**config.mk**
```make
export PLATFORM = sky130hd
export DESIGN_NAME = ite_result_fifo
export DESIGN_NICKNAME = d
export VERILOG_FILES = /design/src/rtl/ite_fifo_pkg.sv /design/src/rtl/ite_fifo_ptr.sv /design/src/rtl/ite_result_fifo.sv
export SDC_FILE = /design/constraint.sdc
export NUM_CORES = 1
export LEC_CHECK = 0
export CAP_MARGIN = 20
export CORE_ASPECT_RATIO = 1.2
export CORE_UTILIZATION = 35
export CTS_CLUSTER_DIAMETER = 30
export DETAILED_ROUTE_END_ITERATION = 16
export PLACE_DENSITY = 0.61
export SLEW_MARGIN = 10
export SYNTH_ARGS = -nofsm -noshare
export SYNTH_HDL_FRONTEND = slang
export SYNTH_SLANG_ARGS = --single-unit
```
**constraint.sdc**
```tcl
create_clock -name CLK -period 4.3 [get_ports CLK]
set_input_delay 0.86 -clock CLK [delete_from_list [all_inputs] [get_ports CLK]]
set_output_delay 0.86 -clock CLK [all_outputs]
set_load 0.005 [all_outputs]
```
**src/rtl/ite_fifo_pkg.sv**
```systemverilog
// Shared definitions for the if-then-else result FIFO: default sizing and
// pointer-width helper used by the top level and the pointer counters.
package ite_fifo_pkg;

    localparam int DEFAULT_WIDTH = 3;
    localparam int DEFAULT_DEPTH = 4;

    // One extra MSB beyond the index bits distinguishes full from empty.
    function automatic int ptr_w(input int depth);
        return $clog2(depth) + 1;
    endfunction

    typedef logic [ptr_w(DEFAULT_DEPTH)-1:0] ptr_t;

endpackage

```
**src/rtl/ite_fifo_ptr.sv**
```systemverilog
// Free-running FIFO pointer: advances on inc and wraps naturally at 2*DEPTH
// because its width is exactly clog2(DEPTH)+1 bits.
module ite_fifo_ptr
    import ite_fifo_pkg::*;
#(
    parameter int DEPTH = DEFAULT_DEPTH
) (
    input  logic                      CLK,
    input  logic                      RESET,
    input  logic                      inc,
    output logic [ptr_w(DEPTH)-1:0]   ptr
);

    logic [ptr_w(DEPTH)-1:0] r_ptr;

    always_ff @(posedge CLK) begin
        if (RESET) begin
            r_ptr <= '0;
        end else if (inc) begin
            r_ptr <= r_ptr + 1'b1;
        end
    end

    assign ptr = r_ptr;

endmodule

```
**src/rtl/ite_result_fifo.sv**
```systemverilog
// Show-ahead valid/ready FIFO capturing the select-stage result. Status
// outputs derive from registered pointers only, so no input-to-output paths.
module ite_result_fifo
    import ite_fifo_pkg::*;
#(
    parameter int WIDTH = DEFAULT_WIDTH,
    parameter int DEPTH = DEFAULT_DEPTH   // power of two, >= 2
) (
    input  logic                      CLK,
    input  logic                      RESET,
    input  logic [WIDTH-1:0]          I,
    input  logic                      I_valid,
    output logic                      I_ready,
    output logic [WIDTH-1:0]          O,
    output logic                      O_valid,
    input  logic                      O_ready,
    output logic [ptr_w(DEPTH)-1:0]   count
);

    localparam int PW = ptr_w(DEPTH);

    logic [WIDTH-1:0] r_mem [DEPTH];

    logic [PW-1:0]    w_wptr;
    logic [PW-1:0]    w_rptr;
    logic             w_full;
    logic             w_empty;
    logic             w_push;
    logic             w_pop;

    assign w_empty = (w_wptr == w_rptr);
    assign w_full  = (w_wptr[PW-2:0] == w_rptr[PW-2:0]) &&
                     (w_wptr[PW-1] != w_rptr[PW-1]);

    assign w_push  = I_valid && !w_full;
    assign w_pop   = O_ready && !w_empty;

    ite_fifo_ptr #(.DEPTH(DEPTH)) u_wptr (
        .CLK   (CLK),
        .RESET (RESET),
        .inc   (w_push),
        .ptr   (w_wptr)
    );

    ite_fifo_ptr #(.DEPTH(DEPTH)) u_rptr (
        .CLK   (CLK),
        .RESET (RESET),
        .inc   (w_pop),
        .ptr   (w_rptr)
    );

    // Storage is deliberately not reset; stale data is masked by O_valid.
    always_ff @(posedge CLK) begin
        if (w_push && !RESET) begin
            r_mem[w_wptr[PW-2:0]] <= I;
        end
    end

    assign O       = r_mem[w_rptr[PW-2:0]];
    assign O_valid = !w_empty;
    assign I_ready = !w_full;
    assign count   = w_wptr - w_rptr;

endmodule

```
==> key figures, run 1 <==
Setup path
  – Worst reg-to-reg setup slack: 2.35 ns
  – Setup crit end kind: output pin
  – Crit path DAT: 2.11 ns
  – Slowest-stage cell, CP: clkdlybuf4s50_1
  – Reg2Reg Depth: 5
  – Crit path buffers/inverters: 2
  – Worst reg2reg startpoint: u_wptr.ptr[0]
  – CP Data Required Time: 3.44 ns
  – R2R Path End: r_mem[0][1]
  – Crit path cell chain: inv_1 -> ha_1 -> fa_1 -> xnor2_1 -> clkdlybuf4s50_1
  – CP max FO: 5
  – CP delay by family, top: buffers and inverters
  – CP Launch Type: register
  – Critical path type: reg -> out
  – Critical Path Max Stage Delay: 0.52 ns

Final layout
  – Fin nets: 112
  – Fin cells: 130
  – Most frequent cells in the layout: 14 x clkdlybuf4s50_1, 12 x edfxtp_1, 8 x nand2_1, 8 x dfxtp_1, 7 x ha_1
  – Ratio of cells with drive above 1 in the final layout: 0.0833
  – P&R area growth vs syn: 18.5%
  – Final antenna diode count: 0
  – Commonest non-fill, non-tap cell in the layout: clkdlybuf4s50_1
  – Design area: 1220 µm²

Clock tree
  – Worst skew pair latency: 0.29 ns
  – Hold_buf cts: 0
  – CTS buffer count: 3
  – Clock transition at path regs: 0.10 ns
  – CTS root buf: clkbuf_4
  – Clock Tree Buf Depth: 2
  – Num Clock Sinks: 20
  – Post_cts resized: 0
  – H-Tree Level Count: 1
  – CTS tree: yes
  – Setup Fix Bufs, Post-CTS: 0

Timing
  – Fmax: 337 MHz
  – Final Hold Viols: 0
  – Final Max Slew Viols: 0
  – Tmin final: 2.97 ns
  – Worst setup margin: 1.33 ns
  – Worst-margin pin slew: 0.625 ns
  – Fin crit share: 0.690
  – Slew margin rel.: 0.580
  – Clock Skews: 0.00181 ns
  – Final setup fails: 0
  – RSZ-0062 raised after global routing: false
  – Post-route setup TNS: 0 ns

Yosys
  – Mux contribution to synthesized area: 0.0658
  – Top cell type's share of synthesized area: 0.351
  – Synth Area in Compound Gates: 0.0987
  – Post-Synthesis Net Count: 96
  – Post-Synth Simple-Gate Area: 0.162
  – Post-Synth Adder-Cell Area: 0.105
  – Mapped Area: 1030 µm²
  – Synth area leaders: edfxtp_1 35%, dfxtp_1 16%, ha_1 8.5%
  – Post-Synthesis Cells: 81
  – Sequential share of the synthesized area: 0.507
  – Synthesis Warnings: 0
  – Mean area per synthesized cell: 12.7 µm²
  – Xor/xnor share of the synthesized area: 0.0256
  – Largest family of logic cells by synthesized area: simple AND/OR/NAND/NOR gates
  – Yosys top cell by area: edfxtp_1
  – Flops & latches, synth: 20
  – Number of library cell types mapped by synthesis: 23

Global route
  – GRT Resource Usage Total: 0.132
  – Largest net degree at the start of global routing: 21
  – First-pass GRT wire length: 2990 µm
  – Initial antenna violation count: 0
  – Vias in the first global route: 663
  – Total gr overflow: 0

Floorplan
  – # rows: 21
  – Starting density of the core: 0.369
  – CORE AREA: 2790 µm²
  – Die Height: 61.3 µm
  – Number of I/O pins: 15
  – Chip width: 51.5 µm
  – DIE AREA: 3160 µm²

Routing
  – Vias/cell: 5.48
  – Routed wire length: 1930 µm
  – Remaining antenna violation count after routing: 0
  – Routed WL per cell: 14.9 µm
  – Violation count after the first detailed-route iteration: 10
  – Pre-antenna DRT Iters: 4
  – # DRC: 0
  – Vias: 713

Outcome
  – Status: completed

Hold path
  – Worst Min Path Start: u_wptr.ptr[2]
  – Hold path depth: 2
  – Hold Path Class: reg -> reg
  – Worst hold endpoint: u_wptr.ptr[2]

Placed design
  – Global placement routability congestion: 0.783
  – Port bufs: 14
  – Half-perimeter wire length after placement: 1450 µm
  – Pre-CTS setup slack: 1.67 ns
  – Area after DPL: 1190 µm²
  – Placed Cells incl. Taps: 126

Pwr
  – P_leak: 0.428 nW
  – Power consumption: 0.722 mW
  – Max VDD drop: 0.570 mV
  – Pwr Density: 593 nW/µm²

Run
  – # Max-Cap Violations: 0
logic make-up (layout without fill, tap and decap cells):
family                   count (synthesis)  count (layout)
XOR/XNOR                                 3               3
multiplexers                             3               3
adder cells (fa/ha/maj)                  8               8
buffers and inverters                    8              23
AND/OR/NAND/NOR                         27              27
AO/OA/AOI/OAI                           12              12
flip-flops                              20              20
worst max-delay path by stage:
stage	start	to	slack, ns	cells after the start
2_1_floorplan	u_wptr.ptr[0]	count[2]	2.24	4
3_3_place_gp	u_wptr.ptr[0]	count[2]	1.70	5
3_5_place_dp	u_wptr.ptr[0]	count[2]	1.67	5
4_1_cts	u_wptr.ptr[0]	count[2]	1.32	5
5_1_grt	u_wptr.ptr[0]	count[2]	1.23	5
6_report	u_wptr.ptr[0]	count[2]	1.33	5
Yosys cell counts, drive strengths merged:
| cell type | n |
|---|---|
| xnor2 | 2 |
| fa | 1 |
| nand4b | 4 |
| mux4 | 3 |
| a21oi | 1 |
| and3 | 4 |
| or3 | 5 |
| buf | 1 |
| nand2b | 2 |
| a31oi | 2 |
| o311ai | 5 |
| nand2 | 8 |
| dfxtp | 8 |
| or3b | 2 |
| clkbuf | 2 |
| nand4 | 1 |
| inv | 5 |
| ha | 7 |
| o32a | 4 |
| xor2 | 1 |
| edfxtp | 12 |
| and2 | 1 |
cell type report:
class                           instances  area (µm²)
Tap cell                               34        42.5
Fill cell                             277        1570
Timing Repair Buffer                   14         140
Multi-Input combinational cell         53         469
Inverter                                5        18.8
Clock inverter                          1        3.75
Sequential cell                        20         520
Clock buffer                            3        22.5
flip-flops by register name (all words and copies together), names as in the netlist, named ones only:
name	count
r_mem	12
u_rptr.ptr	3
u_wptr.ptr	3
routing by layer:
| layer | share of wire | track usage | vias up | wire length, µm |
|---|---|---|---|---|
| li1 | - | - | 344 | - |
| met1 | 0.43 | 0.147 | 348 | 825 |
| met2 | 0.52 | 0.239 | 19 | 1010 |
| met3 | 0.043 | 0.0247 | 2 | 83 |
| met4 | 0.0062 | 0.0656 | 0 | 12 |
| met5 | 0 | 0 | - | 0 |
stage by stage:
step,util,hold WS [ns]
3_5_place_dp,0.428,0.526
5_1_grt,0.437,0.579
4_1_cts,0.437,0.544
2_1_floorplan,-,0.500
6_report,0.437,0.543
3_3_place_gp,0.428,0.520
where the power goes:
group | switching (mW) | internal, mW | total, mW
clock | 0.0518 | 0.0337 | 0.0855
combinational | 0.166 | 0.195 | 0.362
sequential | 0.0355 | 0.239 | 0.275
worst reg2reg max path, stage by stage, from the launching register on:
cell     delay [ns]
dfxtp_1        0.41
inv_1          0.11
ha_1           0.39
and2_4         0.22
a21oi_1        0.24
and3_1         0.29
No activity file was read; power rests on OpenSTA's default activity.
==> run 2: changes to the inputs <==
clock period = 2.73 ns   (was 4.3 ns; I/O delays follow)
==> run 2 against run 1 <==
  * Wire length down 0.57%
  * Clock skew up 0.0010 ns
  * Flip-flop and latch count unchanged
  * Global-route usage up 1.1 points
  * Critical path depth unchanged
  * Largest cell class unchanged
  * Largest power group unchanged
  * Highest routed layer unchanged
==> key figures, run 2 (same netlist as run 1, synthesis figures left out) <==
Timing
  – Worst-margin pin slew: 0.562 ns (-0.0631 ns)
  – Worst setup margin: 0.155 ns (-1.18 ns)
  – Final Max Slew Viols: 0 (unchanged)
  – Tmin final: 2.57 ns
  – Fmax: 388 MHz
  – Fin crit share: 0.943
  – Final Hold Viols: 0 (unchanged)
  – Final setup fails: 0 (unchanged)
  – Post-route setup TNS: 0 ns (unchanged)
  – Clock Skews: 0.00283 ns (+0.00102 ns)
  – Slew margin rel.: 0.624 (+0.0439)
  – RSZ-0062 raised after global routing: false

Setup path
  – CP Data Required Time: 2.18 ns (-1.26 ns)
  – Crit path DAT: 2.03 ns (-0.08 ns)
  – Critical path type: reg -> out
  – Critical Path End: count[2]
  – Reg2Reg Depth: 5 (unchanged)
  – Worst reg2reg startpoint: u_rptr.ptr[1]
  – CP max FO: 5 (unchanged)
  – R2R Path End: r_mem[3][2]
  – Worst reg-to-reg setup slack: 0.82 ns (-1.53 ns)
  – Setup crit end kind: output pin
  – CP Launch Type: register
  – Crit path from: u_wptr.ptr[0]

Final layout
  – Ratio of cells with drive above 1 in the final layout: 0.112 (+0.0289)
  – Final antenna diode count: 0 (unchanged)
  – Fin nets: 114 (+1.8%)
  – Max FFs per register: 12 (unchanged)
  – Fill count: 285 (+2.9%)
  – P&R area growth vs syn: 20.1%
  – Most frequent cells in the layout: 14 x clkdlybuf4s50_1, 12 x edfxtp_1, 8 x nand2_1, 7 x ha_1, 7 x dfxtp_1
  – Commonest non-fill, non-tap cell in the layout: clkdlybuf4s50_1
  – Fin cells: 132 (+1.5%)

Floorplan
  – Chip width: 51.5 µm (unchanged)
  – Die Height: 61.3 µm (unchanged)
  – Starting density of the core: 0.369 (unchanged)
  – CORE AREA: 2790 µm² (unchanged)
  – DIE AREA: 3160 µm² (unchanged)
  – # rows: 21 (unchanged)
  – Number of I/O pins: 15 (unchanged)

Routing
  – # DRC: 0 (unchanged)
  – Routed WL per cell: 14.6 µm (-2.1%)
  – Vias/cell: 5.48 (about the same)
  – Pre-antenna DRT Iters: 4 (unchanged)
  – Violation count after the first detailed-route iteration: 17 (+7)
  – Vias: 724 (+1.5%)
  – Remaining antenna violation count after routing: 0 (unchanged)
  – Routed wire length: 1920 µm (-0.57%)

Global route
  – Largest net degree at the start of global routing: 21 (unchanged)
  – GRT Resource Usage Total: 0.143 (+0.0111)
  – Vias in the first global route: 694 (+4.7%)
  – Initial antenna violation count: 0 (unchanged)
  – Total gr overflow: 0 (unchanged)
  – First-pass GRT wire length: 3210 µm (+7.4%)

Placed design
  – Pre-CTS setup slack: 0.419 ns (-1.26 ns)
  – Half-perimeter wire length after placement: 1430 µm (-1.3%)
  – Placed Cells incl. Taps: 128 (+1.6%)
  – Port bufs: 14 (unchanged)
  – Global placement routability congestion: 0.777 (-0.74%)

Outcome
  – Status: completed

Clock tree
  – CTS tree: yes
  – CTS root buf: clkbuf_4
  – Worst skew pair latency: 0.28 ns (about the same)
  – CTS buffer count: 3 (unchanged)
  – Clock Tree Buf Depth: 2 (unchanged)
  – H-Tree Level Count: 1 (unchanged)
  – Clock transition at path regs: 0.10 ns (about the same)
  – Hold_buf cts: 0 (unchanged)
  – Num Clock Sinks: 20 (unchanged)

Hold path
  – Hold Path Class: reg -> reg

Pwr
  – Power consumption: 1.14 mW (+57%)
  – P_leak: 0.438 nW (+2.3%)
  – Max VDD drop: 0.973 mV (+71%)
  – Pwr Density: 921 nW/µm² (+55%)

Run
  – # Max-Cap Violations: 0 (unchanged)
run 2: cell count changes in the layout (fill, tap and decap cells not counted), sizes merged:
cell	previous run	this run
buf	0	2
run 2: timing repair:
item | CTS | global route
resized for setup | 0 | 1
setup buffers | 0 | 0
endpoints found under the setup margin | 0 | 1
run 2: how the worst min path moves through the flow:
stage / cells after the start / startpoint / endpoint
final: 2 / u_wptr.ptr[2] / u_wptr.ptr[2]
after global routing: 2 / u_wptr.ptr[2] / u_wptr.ptr[2]
after CTS: 2 / u_wptr.ptr[2] / u_wptr.ptr[2]
after detailed placement: 2 / u_wptr.ptr[2] / u_wptr.ptr[2]
after global placement: 2 / u_wptr.ptr[2] / u_wptr.ptr[2]
after floorplan: 2 / u_rptr.ptr[2] / u_rptr.ptr[2]
run 2: area by class of cell:
type	count	area, µm²	share of cell area
flip-flops and latches	20	522	0.423
multi-input cells	53	469	0.380
repair buffers	16	155	0.126
well taps	34	42.5	0.0345
clock buffers	3	22.5	0.0183
inverters	5	18.8	0.0152
clock inverters	1	3.75	0.00304
run 2: metal layers:
layer | global-route usage | vias up | wire length (µm)
met1 | 0.177 | 347 | 803
met2 | 0.241 | 24 | 1010
li1 | - | 351 | -
met5 | 0 | - | 0
met3 | 0.0247 | 2 | 91
met4 | 0.0695 | 0 | 17
run 2: where the power goes:
group	internal [mW]	switching [mW]	total, mW
registers	0.378	0.0559	0.434
clock network	0.0531	0.0775	0.131
logic	0.314	0.258	0.572
total	0.745	0.392	1.14
run 2: stage by stage:
stage | hold slack (ns) | util | instance area, µm²
6_report | 0.539 | 0.443 | 1230
5_1_grt | 0.592 | 0.443 | 1230
4_1_cts | 0.549 | 0.442 | 1230
3_5_place_dp | 0.538 | 0.433 | 1210
3_3_place_gp | 0.525 | 0.433 | 1210
2_1_floorplan | 0.500 | - | 1030
run 2: critical path: stages, from the launching register on:
cell,delay (ns)
dfxtp_2,0.37
inv_1,0.09
ha_1,0.21
fa_1,0.37
xnor2_1,0.18
clkdlybuf4s50_1,0.52
